<file path="config.mk">
export PLATFORM = sky130hd
export DESIGN_NAME = mem_arbiter
export DESIGN_NICKNAME = d
export VERILOG_FILES = /design/src/rtl/mem_arbiter_pkg.sv /design/src/rtl/mem_arbiter.sv
export SDC_FILE = /design/constraint.sdc
export NUM_CORES = 1
export LEC_CHECK = 0
export ABC_AREA = 1
export BUFFER_PORTS_ARGS = -buffer_cell sky130_fd_sc_hd__clkbuf_2
export CAP_MARGIN = 5
export CORE_MARGIN = 10
export CORE_UTILIZATION = 40
export CTS_CLUSTER_DIAMETER = 50
export DETAILED_ROUTE_END_ITERATION = 7
export GPL_ROUTABILITY_DRIVEN = 0
export PLACE_DENSITY = 0.67
export SYNTH_ARGS = -nofsm -noshare
export SYNTH_HDL_FRONTEND = slang
export SYNTH_SLANG_ARGS = --single-unit
</file>
<file path="constraint.sdc">
create_clock -name clk_i -period 1.7 [get_ports clk_i]
set_input_delay 0.085 -clock clk_i [delete_from_list [all_inputs] [get_ports clk_i]]
set_output_delay 0.085 -clock clk_i [all_outputs]
set_load 0.05 [all_outputs]
</file>
<file path="src/rtl/mem_arbiter_pkg.sv">
// Shared widths, opcode constants and FSM encoding for the memory arbiter.
package mem_arbiter_pkg;

  localparam int SYS_ADDR_SPACE   = 32;
  localparam int INST_WIDTH       = 32;
  localparam int CACHE_DATA_WIDTH = 32;
  localparam int MEM_LAT_DEF      = 2;

  localparam logic       ON      = 1'b1;
  localparam logic       OFF     = 1'b0;
  localparam logic [2:0] LW_FUN3 = 3'b010;

  typedef enum logic [1:0] {
    IDLE    = 2'd0,
    SERVE_I = 2'd1,
    SERVE_D = 2'd2,
    DONE    = 2'd3
  } arb_state_e;

  // Transaction captured at grant time and replayed onto the memory port.
  typedef struct packed {
    logic [SYS_ADDR_SPACE-1:0]   addr;
    logic                        we;
    logic [CACHE_DATA_WIDTH-1:0] wdata;
    logic [2:0]                  mode;
  } mem_txn_t;

endpackage

</file>
<file path="src/rtl/mem_arbiter.sv">
// Two-requester (fetch / data) arbiter onto a single fixed-latency memory port.
// Data has priority until MAX_D_STREAK consecutive data grants starve a waiting
// fetch; then the fetch wins once. Each transaction is SERVE (MEM_LAT cycles)
// followed by a one-cycle DONE that pulses the ack.
module mem_arbiter
  import mem_arbiter_pkg::*;
#(
  parameter int MEM_LAT      = MEM_LAT_DEF,
  parameter int MAX_D_STREAK = 4
) (
  input  logic                        clk_i,
  input  logic                        rst_i,
  // fetch port
  input  logic                        if_req_i,
  input  logic [SYS_ADDR_SPACE-1:0]   if_addr_i,
  input  logic                        if_flush_i,
  output logic                        if_ack_o,
  output logic [INST_WIDTH-1:0]       if_rdata_o,
  // data port
  input  logic                        d_req_i,
  input  logic                        d_we_i,
  input  logic [SYS_ADDR_SPACE-1:0]   d_addr_i,
  input  logic [CACHE_DATA_WIDTH-1:0] d_wdata_i,
  input  logic [2:0]                  d_mode_i,
  output logic                        d_ack_o,
  output logic [CACHE_DATA_WIDTH-1:0] d_rdata_o,
  // memory port
  output logic                        mem_re_o,
  output logic                        mem_we_o,
  output logic [SYS_ADDR_SPACE-1:0]   mem_addr_o,
  output logic [CACHE_DATA_WIDTH-1:0] mem_wdata_o,
  output logic [2:0]                  mem_mode_o,
  input  logic [CACHE_DATA_WIDTH-1:0] mem_rdata_i,
  output logic                        busy_o
);

  localparam int                SW       = (MAX_D_STREAK < 1) ? 1 : $clog2(MAX_D_STREAK + 1);
  localparam logic [SW-1:0]     STRK_MAX = SW'(MAX_D_STREAK);
  localparam logic [3:0]        CNT_LOAD = 4'(MEM_LAT - 1);

  arb_state_e                  state_q, state_d;
  logic [3:0]                  cnt_q, cnt_d;
  logic [SW-1:0]               streak_q, streak_d;
  mem_txn_t                    txn_q, txn_d;
  logic                        gnt_d_q, gnt_d_d;   // 1: current txn belongs to data port
  logic                        flush_q, flush_d;   // fetch flushed earlier in this txn
  logic [INST_WIDTH-1:0]       if_pend_q, if_pend_d;
  logic [INST_WIDTH-1:0]       if_rdata_q, if_rdata_d;
  logic [CACHE_DATA_WIDTH-1:0] d_rdata_q, d_rdata_d;

  logic serve, last_serve, if_done_ok;

  assign serve      = (state_q == SERVE_I) || (state_q == SERVE_D);
  assign last_serve = serve && (cnt_q == 4'd0);
  // A flush seen in this very DONE cycle also kills the ack, so it is
  // combined with the registered flag rather than waiting a cycle.
  assign if_done_ok = (state_q == DONE) && !gnt_d_q && !flush_q && !if_flush_i;

  // Next-state, grant, streak and read-data capture.
  always_comb begin
    state_d    = state_q;
    cnt_d      = cnt_q;
    streak_d   = streak_q;
    txn_d      = txn_q;
    gnt_d_d    = gnt_d_q;
    flush_d    = flush_q;
    if_pend_d  = if_pend_q;
    if_rdata_d = if_rdata_q;
    d_rdata_d  = d_rdata_q;
    case (state_q)
      IDLE: begin
        if (!if_req_i) streak_d = '0;
        if (d_req_i && (streak_q < STRK_MAX || !if_req_i)) begin
          state_d = SERVE_D;
          gnt_d_d = ON;
          txn_d   = '{addr: d_addr_i, we: d_we_i, wdata: d_wdata_i, mode: d_mode_i};
          cnt_d   = CNT_LOAD;
          flush_d = OFF;
          if (if_req_i && streak_q < STRK_MAX) streak_d = streak_q + 1'b1;
        end else if (if_req_i) begin
          state_d  = SERVE_I;
          gnt_d_d  = OFF;
          txn_d    = '{addr: if_addr_i, we: OFF, wdata: '0, mode: LW_FUN3};
          cnt_d    = CNT_LOAD;
          flush_d  = OFF;
          streak_d = '0;
        end
      end
      SERVE_I, SERVE_D: begin
        if (state_q == SERVE_I && if_flush_i) flush_d = ON;
        if (last_serve) begin
          state_d = DONE;
          if (gnt_d_q) d_rdata_d = mem_rdata_i;
          else         if_pend_d = INST_WIDTH'(mem_rdata_i);
        end else begin
          cnt_d = cnt_q - 4'd1;
        end
      end
      DONE: begin
        state_d = IDLE;
        if (if_done_ok) if_rdata_d = if_pend_q;
      end
      default: state_d = IDLE;
    endcase
  end

  // State registers; reset discards any in-flight transaction.
  always_ff @(posedge clk_i or negedge rst_i) begin
    if (!rst_i) begin
      state_q    <= IDLE;
      cnt_q      <= '0;
      streak_q   <= '0;
      txn_q      <= '0;
      gnt_d_q    <= OFF;
      flush_q    <= OFF;
      if_pend_q  <= '0;
      if_rdata_q <= '0;
      d_rdata_q  <= '0;
    end else begin
      state_q    <= state_d;
      cnt_q      <= cnt_d;
      streak_q   <= streak_d;
      txn_q      <= txn_d;
      gnt_d_q    <= gnt_d_d;
      flush_q    <= flush_d;
      if_pend_q  <= if_pend_d;
      if_rdata_q <= if_rdata_d;
      d_rdata_q  <= d_rdata_d;
    end
  end

  assign mem_re_o    = serve && !txn_q.we;
  assign mem_we_o    = serve &&  txn_q.we;
  assign mem_addr_o  = serve ? txn_q.addr  : '0;
  assign mem_wdata_o = serve ? txn_q.wdata : '0;
  assign mem_mode_o  = serve ? txn_q.mode  : 3'b000;

  assign if_ack_o   = if_done_ok;
  assign d_ack_o    = (state_q == DONE) && gnt_d_q;
  // The fetched word becomes visible together with its ack.
  assign if_rdata_o = if_done_ok ? if_pend_q : if_rdata_q;
  assign d_rdata_o  = d_rdata_q;
  assign busy_o     = (state_q != IDLE);

endmodule

</file>
==> out/metrics.cfg, run 1 <==
[outcome]
outcome = complete, but fails checks
violations = negative setup slack

[logic_synthesis]
synth-seq-cells = 175
synthCells = 1044
avgSynthCellArea_sq_um = 7.95
synth_warnings = 0
synth_fp_nets = 1188
synth_area_sq_um = 8300
seq_area_frac_synth_pct = 52.7
yosysUniqueCellTypes = 27

[flow_run]
drv_cap = 0

[sta]
worst_pin_slew_ns = 0.388
hold_viol = 0
slew_headroom_pct = 74.2
period_minus_slack_ns = 2.04
finalSetupViolCount = 169
skew_ns = 0.0144
worst_slack_ns = -0.336
finalMaxSlewViolations = 0
timing.fmax_mhz = 491
rsz0062_at_grt = yes
timing.final.crit_share_pct = 120

[die]
core_area_sq_um = 20300
rows = 52
die-area_sq_um = 26900
die_w_microns = 164
io_pins = 273
start_util_pct = 40.9
die_h_microns = 164

[power_and_ir_drop]
cellPowerDensity_nw_per_um2 = 2500
ir_drop_uv = 1290
p_leak_nw = 8.24

[setup_path]
r2r-end = d_rdata_o[10]
crit_family = buffers and inverters
critPathLaunchType = flop
path_max_fanout = 5
crit_required_ns = 1.62
max_stage_delay_ns = 0.43
crit_chain = ha_2 -> inv_2 -> nor2_4 -> nand2_4 -> inv_8 -> buf_12 -> nand2_1 -> nand2_2 -> buf_12
critical_path_class = flop to primary output
crit_buf_inv = 4
critPathSlowestCell = dfrtp_1
r2r_setup_slack_ns = -0.24
cp-end-kind = primary output
cp.arrival_ns = 1.95
crit_path_frequent_cell = buf_12
ff2ff_path_depth = 10
reg2reg_from = state_q[0]

[grt]
grt_overflow = 0
grt_max_degree = 65
grt_pass1_wl_microns = 43600
grt_usage_pct = 20.2
grt_antenna_before_repair = 3
grt_pass1_vias = 8427

[layout]
drive_gt1_share_pct = 46.6
fin_util_pct = 76.5
final_nets = 1626
syn_to_final_growth_pct = 87.1

[drt]
vias = 8601
postRouteWirelength_microns = 32900
topRoutingLayerUsed = met4
firstDrtPassIters = 7
final_antenna_net_count = 0
wire_per_inst_microns = 18.6
drc = 0
drtIter0Drc = 577
dr_wl_met3_microns = 2010
met2WireLength_microns = 17600
met1Wirelength_microns = 11700
via_per_inst = 4.86

[placed_design]
pre_cts_ws_ns = 0.0349
dpl.hpwl_microns = 18000
io_buffers = 272

[hold_path]
hold_path_class = input pin to flop
whs_path_depth = 5
min_to = txn_q[65]
hold_start = if_addr_i[29]

[cts]
cts_tree = built
cts_max_level = 4
clk_latency_ns = 0.43
clk_path_buf_depth = 2
clk_pin_slew_ns = 0.07
cts_buffers = 17
numClockSinks = 175
root_buffer = clkbuf_16

through the flow:
step	cell area (sq um)	setup TNS [ns]	instances	hold WS, ns	total power, mW
final	15500	-36.49	1768	0.0113	38.8
after global routing	15500	-44.44	1768	0.0371	40.5
after CTS	13700	-24.20	1730	0.000488	32.8
after detailed placement	11600	0	1557	0.0201	27.5
after global placement	11600	0	1557	0.0185	27.2
after floorplan	8330	0	1044	-0.211	18.7
synthesized netlist by cell type:
master | number | area share [%]
nand2_1 | 423 | 19
inv_1 | 178 | 8.0
dfrtp_1 | 175 | 53
o21ai_1 | 90 | 5.4
buf_2 | 31 | 1.9
o21ai_0 | 26 | 1.6
nand3_2 | 21 | 2.5
nand3_1 | 20 | 1.2
o21ai_2 | 20 | 2.1
buf_4 | 15 | 1.4
nor2_1 | 15 | 0.68
ha_1 | 7 | 1.1
buf_6 | 5 | 0.68
inv_2 | 3 | 0.14
clkbuf_1 | 2 | 0.090
nand3_4 | 2 | 0.42
a21o_1 | 1 | 0.090
a21oi_1 | 1 | 0.060
a21oi_2 | 1 | 0.11
clkbuf_2 | 1 | 0.060
inv_4 | 1 | 0.075
mux2i_1 | 1 | 0.12
nand2_2 | 1 | 0.075
nor2_4 | 1 | 0.14
nor3_1 | 1 | 0.060
o22ai_1 | 1 | 0.075
xnor2_1 | 1 | 0.11
worst register-to-register path, stage by stage (launching register included):
cell and delay, ns:
dfrtp_1 0.43, inv_2 0.08, ha_4 0.37, buf_6 0.12
buf_6 0.11, buf_6 0.12, nand3_4 0.10, clkbuf_16 0.19
clkbuf_16 0.17, nand2_2 0.06, o21ai_1 0.08
kinds of logic after synthesis:
family,synth area share [%]
and+or+nand+nor,24.2
buffers and inverters,12.3
DFF,52.7
AOI/OAI and AO/OA,9.43
adders and majority gates,1.05
xor gates and xnor gates,0.106
muxes,0.121
final cells by class:
cell class                      instances  area [sq um]
Antenna cell                            3          7.51
Clock buffer                           18           429
Clock inverter                         14           165
Fill cell                            1170          4770
Inverter                              182           797
Multi-Input combinational cell        633          3990
Sequential cell                       175          4380
Tap cell                              270           338
Timing Repair Buffer                  473          5430
how the worst max path moves through the flow:
stage / startpoint / to / slack [ns] / cells after the start
finish: state_q[0] / if_rdata_o[31] / -0.34 / 9
global route: state_q[0] / if_rdata_o[31] / -0.40 / 9
CTS: state_q[0] / if_rdata_o[31] / -0.29 / 9
detailed placement: state_q[0] / cnt_q[1] / 0.03 / 8
global placement: state_q[0] / if_rdata_o[3] / 0.09 / 9
floorplan: state_q[0] / mem_addr_o[10] / 0.05 / 7
power breakdown:
part	switching, mW	internal [mW]	leakage, nW
combinational	15.2	11.5	5.76
sequential	1.87	6.25	2.19
clock	1.85	2.10	0.288
total	19.0	19.9	8.24
state kept, by name, indices dropped and copies added, names as in the netlist:
name        flops
cnt_q           4
streak_q        3
gnt_d_q         1
txn_q          68
state_q         2
if_pend_q      32
flush_q         1
if_rdata_q     32
d_rdata_o      32
timing repair:
action / in CTS / in global routing
pin swaps: 2 / 10
setup buffers: 10 / 12
cloned: 2 / 26
hold endpoints to repair: 306 / 0
gates resized for setup: 20 / 414
hold buffers: 129 / 0
endpoints found under the setup margin: 102 / 167
layer usage:
metal  GRT usage (%)  up-vias
met5               0        -
met4            8.65        0
met3            5.91      109
met2            36.0      295
met1            21.7     4168
li1                -     4029
placed cells by master, fill, tap and decap left out, types with 3 or more instances in the layout:
master / netlist / layout
buf_12: 0 / 122
buf_4: 15 / 15
buf_6: 5 / 14
buf_8: 0 / 3
clkbuf_16: 0 / 36
clkbuf_2: 1 / 169
dfrtp_1: 175 / 175
diode_2: 0 / 3
dlygate4sd3_1: 0 / 129
ha_1: 7 / 5
inv_1: 178 / 105
inv_2: 3 / 34
inv_4: 1 / 41
inv_6: 0 / 5
inv_8: 0 / 4
nand2_1: 423 / 268
nand2_2: 1 / 59
nand2_4: 0 / 96
nand3_1: 20 / 18
nand3_2: 21 / 21
nand3_4: 2 / 4
nor2_1: 15 / 11
nor2_4: 1 / 5
o21ai_0: 26 / 24
o21ai_1: 90 / 58
o21ai_2: 20 / 54
No activity file was read; power rests on OpenSTA's default activity.
==> run 2, diff against run 1 <==
--- a/config.mk
+++ b/config.mk
@@ -6,14 +6,14 @@
 export NUM_CORES = 1
 export LEC_CHECK = 0
 export ABC_AREA = 1
-export BUFFER_PORTS_ARGS = -buffer_cell sky130_fd_sc_hd__clkbuf_2
 export CAP_MARGIN = 5
 export CORE_MARGIN = 10
-export CORE_UTILIZATION = 40
+export CORE_UTILIZATION = 55
 export CTS_CLUSTER_DIAMETER = 50
 export DETAILED_ROUTE_END_ITERATION = 7
+export DONT_BUFFER_PORTS = 1
 export GPL_ROUTABILITY_DRIVEN = 0
-export PLACE_DENSITY = 0.67
+export PLACE_DENSITY = 0.71
 export SYNTH_ARGS = -nofsm -noshare
 export SYNTH_HDL_FRONTEND = slang
 export SYNTH_SLANG_ARGS = --single-unit
==> run 2 against run 1 <==
Net effect: the flow now stops in global routing; synthesized cell count stayed put; synthesized area stayed put.
==> out/metrics.cfg, run 2 <==
[logic_synthesis]
synth-compound-area-share_pct = 9.43  ; unchanged
synth.most_common_cell = nand2_1
yosysTopAreaCell = dfrtp_1
synth_top_area_share_pct = 52.7  ; unchanged
synth_fa_ha_area_share_pct = 1.05  ; unchanged
synth_area_sq_um = 8300  ; unchanged
avgSynthCellArea_sq_um = 7.95  ; unchanged
synth_fp_nets = 1188  ; unchanged
synth-xor-area-share_pct = 0.105  ; unchanged
yosys.area_share.simple_pct = 24.2  ; unchanged
synth-main-ff-cell = dfrtp_1
seq_area_frac_synth_pct = 52.7  ; unchanged
synth_warnings = 0  ; unchanged
async_flop_share_pct = 100  ; unchanged
synth_area_leaders = dfrtp_1 53%, nand2_1 19%, inv_1 8.0%, o21ai_1 5.4%, nand3_2 2.5%
synth_mux_area_share_pct = 0.121  ; unchanged
synth_edf_count = 0  ; unchanged
synth_top_family_by_area = simple AND/OR/NAND/NOR gates
yosysUniqueCellTypes = 27  ; unchanged
synth-seq-cells = 175  ; unchanged
synthCells = 1044  ; unchanged
synth_common_cells = 423 x nand2_1, 178 x inv_1, 175 x dfrtp_1

[cts]
cts_max_level = 4  ; unchanged
numClockSinks = 175  ; unchanged
cts_buffers = 17  ; unchanged
root_buffer = clkbuf_16
clk_path_buf_depth = 2  ; unchanged

[sta]
worst-ep-kind = primary output
worstEndpointGrtRepair = if_rdata_o[8]

[die]
start_util_pct = 56.7  ; +16 points
rows = 44  ; -15%
io_pins = 273  ; unchanged
die_w_microns = 143  ; -13%
die_h_microns = 143  ; -13%

[placed_design]
dpl.hpwl_microns = 15300  ; -15%
pre_cts_ws_ns = 0.0254  ; -0.00952 ns
io_buffers = 0  ; -100%

[outcome]
haltStage = global routing
outcome = did not finish
error = [ERROR DPL-0038] Utilization greater than 100%, impossible to legalize

[grt]
grt_max_degree = 176

## run 2: what timing repair did
item                       in CTS
hold buffers                  136
hold endpoints to repair      310
setup endpoints to repair     102
setup buffers                  15
gates cloned                    6
gates resized for setup       149
pin swaps                      21
## run 2: metrics by stage
step | instance area, sq um | instances | utilization, %
after floorplan | 8330 | 1044 | -
after detailed placement | 10300 | 1293 | 70.6
after CTS | 12900 | 1480 | 88.3
after global placement | 10300 | 1293 | 70.6
## run 2: cell families after synthesis
kind of cell | count (synthesis)
compound gates | 140
xor+xnor | 1
fa+ha+maj | 7
buf+inv | 236
flops | 175
mux | 1
simple gates | 484
==> run 3, diff against run 2 <==
--- a/config.mk
+++ b/config.mk
@@ -8,12 +8,11 @@
 export ABC_AREA = 1
 export CAP_MARGIN = 5
 export CORE_MARGIN = 10
-export CORE_UTILIZATION = 55
-export CTS_CLUSTER_DIAMETER = 50
+export CORE_UTILIZATION = 40
 export DETAILED_ROUTE_END_ITERATION = 7
 export DONT_BUFFER_PORTS = 1
 export GPL_ROUTABILITY_DRIVEN = 0
-export PLACE_DENSITY = 0.71
+export PLACE_DENSITY_LB_ADDON = 0.15
 export SYNTH_ARGS = -nofsm -noshare
 export SYNTH_HDL_FRONTEND = slang
 export SYNTH_SLANG_ARGS = --single-unit
==> run 3 against run 2 <==
Net effect: the flow now finishes, with violations (negative hold slack, negative setup slack).
==> out/metrics.cfg, run 3 (synthesis gave the netlist of run 1 again) <==
[grt]
grt_pass1_vias = 7435
grt_overflow = 0
grt_antenna_before_repair = 1
grt_max_degree = 176
grt_pass1_wl_microns = 40000
grt_usage_pct = 18.5

[die]
io_pins = 273  ; unchanged
die-area_sq_um = 26900
start_util_pct = 40.9  ; -16 points
core_area_sq_um = 20300
die_w_microns = 164  ; +15%
die_h_microns = 164  ; +15%
rows = 52  ; +18%

[outcome]
violations = negative hold slack, negative setup slack
outcome = complete, but fails checks

[sta]
slew_headroom_pct = 65.5
period_minus_slack_ns = 1.95
worst_slack_ns = -0.248
timing.final.crit_share_pct = 115
timing.fmax_mhz = 513
finalMaxSlewViolations = 0
rsz0062_at_grt = yes
finalSetupViolCount = 134
fin_tns_setup_ns = -22.46
skew_ns = 0.0152
hold_ws_ns = -0.652
hold_viol = 175
worst_pin_slew_ns = 0.517

[layout]
top_register = txn_q
final_common_cell = nand2_1
largest_reg_flops = 68
drive_gt1_share_pct = 29.4
fin_util_pct = 66.2
mostFrequentLayoutCells = 343 x nand2_1, 175 x dfrtp_1, 135 x dlygate4sd3_1
syn_to_final_growth_pct = 61.9
stdcell_area_sq_um = 13400
final_nets = 1449

[drt]
drtIter0Drc = 481
vias = 7393
final_antenna_net_count = 0
firstDrtPassIters = 7
wire_per_inst_microns = 16.1
via_per_inst = 4.65
postRouteWirelength_microns = 25600
drc = 0

[placed_design]
dpl.hpwl_microns = 16100  ; +5.5%
placed_area_sq_um = 10600  ; +2.7%
io_buffers = 0  ; unchanged
pre_cts_ws_ns = 0.0450  ; +0.0197 ns

[setup_path]
crit_path_frequent_cell = buf_12
reg2reg_from = state_q[0]
ff2ff_path_depth = 9
critPathLaunchType = flop
critical_path_class = flop to primary output
cp-end-kind = primary output
max_stage_delay_ns = 0.37
r2r-end = d_rdata_o[5]
cp.arrival_ns = 1.86
crit_chain = ha_2 -> inv_2 -> nor2_2 -> nand2_2 -> buf_4 -> buf_12 -> nand2_1 -> nand2_4 -> buf_12
crit_required_ns = 1.62
critPathSlowestCell = dfrtp_1
r2r_setup_slack_ns = -0.08
path_max_fanout = 14

[cts]
cts_tree = built
clk_path_buf_depth = 2  ; unchanged
cts_buffers = 17  ; unchanged
clk_latency_ns = 0.43
cts_max_level = 4  ; unchanged
clk_pin_slew_ns = 0.07
numClockSinks = 175  ; unchanged
root_buffer = clkbuf_16

[power_and_ir_drop]
total_power_mw = 32.8
cellPowerDensity_nw_per_um2 = 2440
ir_drop_uv = 1210
p_leak_nw = 6.99

[hold_path]
hold_path_class = input pin to async pin

[flow_run]
drv_cap = 0

## run 3: routing by layer
metal	wire (microns)	part of all wire, %	GRT usage [%]
met1	10300	40	22.1
met2	13000	51	31.0
met3	1750	6.9	5.58
met4	549	2.1	6.21
met5	0	0	0
## run 3: power breakdown
group          internal (mW)  leakage [nW]  switching [mW]
Clock                   1.94         0.272            1.85
Combinational           8.85          4.53            11.3
Sequential              6.22          2.19            2.63
Total                   17.0          6.99            15.8
## run 3: metrics by stage
| step | hold slack [ns] | cells |
|---|---|---|
| detailed placement | -0.205 | 1387 |
| floorplan | -0.211 | 1044 |
| global placement | -0.206 | 1387 |
| global route | -0.677 | 1589 |
| CTS | -0.669 | 1574 |
| finish | -0.652 | 1589 |
## run 3: how the worst max path moves through the flow
stage / startpoint / endpoint / slack (ns) / depth (start not counted)
after CTS: state_q[0] / if_rdata_o[19] / -0.28 / 10
after global routing: state_q[0] / if_rdata_o[28] / -0.37 / 9
after global placement: state_q[0] / cnt_q[3] / 0.09 / 8
after floorplan: state_q[0] / mem_addr_o[10] / 0.05 / 7
final: state_q[0] / if_rdata_o[26] / -0.25 / 9
after detailed placement: cnt_q[0] / d_rdata_o[5] / 0.05 / 8
## run 3: repair_timing
action	CTS	global route
endpoints found under the setup margin	102	184
cloned	4	6
hold buffers	135	2
endpoints found under the hold margin	311	177
pin swaps	7	11
gates resized for setup	143	64
setup buffers	16	9
## run 3: cell type report
type / instances / area, sq um
antenna: 1 / 2.50
clock buffer: 17 / 425
clock inverter: 15 / 146
fill: 1585 / 6850
inverter: 182 / 707
multi-input combinational: 633 / 3320
sequential: 175 / 4380
tap: 270 / 338
timing repair buffer: 295 / 4120
timing repair inverter: 1 / 8.76
## run 3: critical path: cells and delay by family, from the launching register on
family / cells / cell delay (ns)
fa+ha+maj: 1 / 0.20
buf+inv: 4 / 0.52
flops: 1 / 0.37
simple gates: 4 / 0.35
==> run 4, diff against run 3 <==
==> constraint.sdc (replaced) <==
create_clock -name clk_i -period 2.3 [get_ports clk_i]
set_input_delay 0.115 -clock clk_i [delete_from_list [all_inputs] [get_ports clk_i]]
set_output_delay 0.115 -clock clk_i [all_outputs]
set_load 0.05 [all_outputs]
==> run 4 against run 3 <==
Net effect: the flow finishes with violations (negative hold slack); largest power group unchanged; combinational power is 50% lower; global-route usage fell by 1.8 points; clock power shrank 18%; highest routed layer unchanged; critical path type unchanged; utilization shrank 11 points; non-clock buffer count fell by 109; cell count fell by 7.0%.
==> out/metrics.cfg, run 4 (synthesis gave the netlist of run 1 again) <==
[setup_path]
crit_chain = inv_1 -> ha_2 -> buf_12 -> nand2_1 -> inv_1
crit_required_ns = 2.18  ; +0.56 ns
crit_path_frequent_cell = inv_1
startpoint = state_q[0]
cp-end-kind = primary output
critPathLaunchType = flop
r2r_setup_slack_ns = 0.37  ; +0.45 ns
path_max_fanout = 57  ; +43
crit_family = buffers and inverters
cp.arrival_ns = 2.05  ; +0.19 ns
critical_path_class = flop to primary output
crit_buf_inv = 3  ; -1
critPathSlowestCell = dfrtp_1
reg2reg_from = streak_q[2]
max_stage_delay_ns = 0.40  ; +0.03 ns

[sta]
rsz0062_at_grt = no
hold_viol = 175  ; unchanged
finalMaxSlewViolations = 0  ; unchanged
skew_ns = 0.0103  ; -0.00491 ns
slew_headroom_pct = 54.5  ; -11 points
worst_slack_ns = 0.131  ; +0.379 ns
timing.fmax_mhz = 461
worst_pin_slew_ns = 0.683  ; +0.166 ns
hold_ws_ns = -0.623  ; +0.0289 ns
timing.final.crit_share_pct = 94.3
fin_tns_setup_ns = 0  ; +22.46 ns
finalSetupViolCount = 0  ; -100%
period_minus_slack_ns = 2.17

[power_and_ir_drop]
ir_drop_uv = 804  ; -34%
cellPowerDensity_nw_per_um2 = 1760  ; -28%
p_leak_nw = 6.07  ; -13%
total_power_mw = 19.7  ; -40%

[layout]
top_register = txn_q
drive_gt1_share_pct = 11.3  ; -18 points
n_antenna_cell = 0  ; -1
final_nets = 1339  ; -7.6%
syn_to_final_growth_pct = 34.6
fin_cells = 1478  ; -7.0%
mostFrequentLayoutCells = 423 x nand2_1, 175 x inv_1, 175 x dfrtp_1
final_common_cell = nand2_1
largest_reg_flops = 68  ; unchanged

[die]
rows = 52  ; unchanged
die-area_sq_um = 26900  ; unchanged
start_util_pct = 40.9  ; unchanged
die_w_microns = 164  ; unchanged
core_area_sq_um = 20300  ; unchanged
die_h_microns = 164  ; unchanged
io_pins = 273  ; unchanged

[placed_design]
io_buffers = 0  ; unchanged
dpl.hpwl_microns = 14300  ; -12%
pre_cts_ws_ns = 0.400  ; +0.355 ns
dp.cells = 1308  ; -5.7%

[outcome]
violations = negative hold slack
outcome = complete, but fails checks

[drt]
drc = 0  ; unchanged
firstDrtPassIters = 4  ; -3
postRouteWirelength_microns = 22100  ; -14%
wire_per_inst_microns = 14.9  ; -7.2%
vias = 6731  ; -9.0%
final_antenna_net_count = 0  ; unchanged
drtIter0Drc = 333  ; -31%
via_per_inst = 4.55  ; -2.1%

[cts]
cts_max_level = 4  ; unchanged
cts_tree = built
numClockSinks = 175  ; unchanged
cts_buffers = 17  ; unchanged
postCtsHoldBufs = 136  ; +0.74%
clk_path_buf_depth = 2  ; unchanged
clk_latency_ns = 0.43  ; about the same
clk_pin_slew_ns = 0.07  ; about the same
root_buffer = clkbuf_16

[grt]
grt_pass1_wl_microns = 36200  ; -9.5%
grt_usage_pct = 16.7  ; -1.8 points
grt_max_degree = 176  ; unchanged
grt_overflow = 0  ; unchanged
grt_antenna_before_repair = 0  ; -1
grt_pass1_vias = 6911  ; -7.0%

[hold_path]
hold_path_class = input pin to async pin

[flow_run]
drv_cap = 0  ; unchanged

## run 4: final timing paths
kind | to | depth (start not counted)
hold reg to reg | if_rdata_q[4] | 2
setup reg to reg | txn_q[36] | 8
min in group clk_i | state_q[1] | 4
max in group asynchronous | d_rdata_o[23] | 0
hold / removal | txn_q[45] | 0
setup / recovery | mem_addr_o[23] | 5
## run 4: layout make-up
type	instances	area, sq um
Clock buffer	17	425
Timing Repair Buffer	186	2200
Clock inverter	15	223
Sequential cell	175	4380
Multi-Input combinational cell	633	2910
Inverter	182	704
Tap cell	270	338
Fill cell	1862	9120
## run 4: stage by stage
stage	utilization, %	instance area (sq um)
2_1_floorplan	-	8300
3_3_place_gp	45.0	9130
3_5_place_dp	45.0	9130
4_1_cts	54.9	11100
5_1_grt	55.1	11200
6_report	55.1	11200
## run 4: where the power goes
part | leakage (nW) | switching (mW) | internal (mW) | total [mW]
combinational | 3.57 | 7.16 | 3.07 | 10.2
clock | 0.312 | 1.40 | 1.69 | 3.09
sequential | 2.19 | 1.81 | 4.59 | 6.40
total | 6.07 | 10.4 | 9.36 | 19.7
## run 4: per-layer routing
metal	global-route usage (%)	share of wire, %
met1	20.6	43
met2	27.2	49
met3	5.08	6.4
met4	5.65	1.7
met5	0	0
## run 4: repair_timing
action,in CTS,in global routing
hold endpoints to repair,310,175
buffers inserted,0,3
gates resized for setup,0,10
setup endpoints to repair,0,45
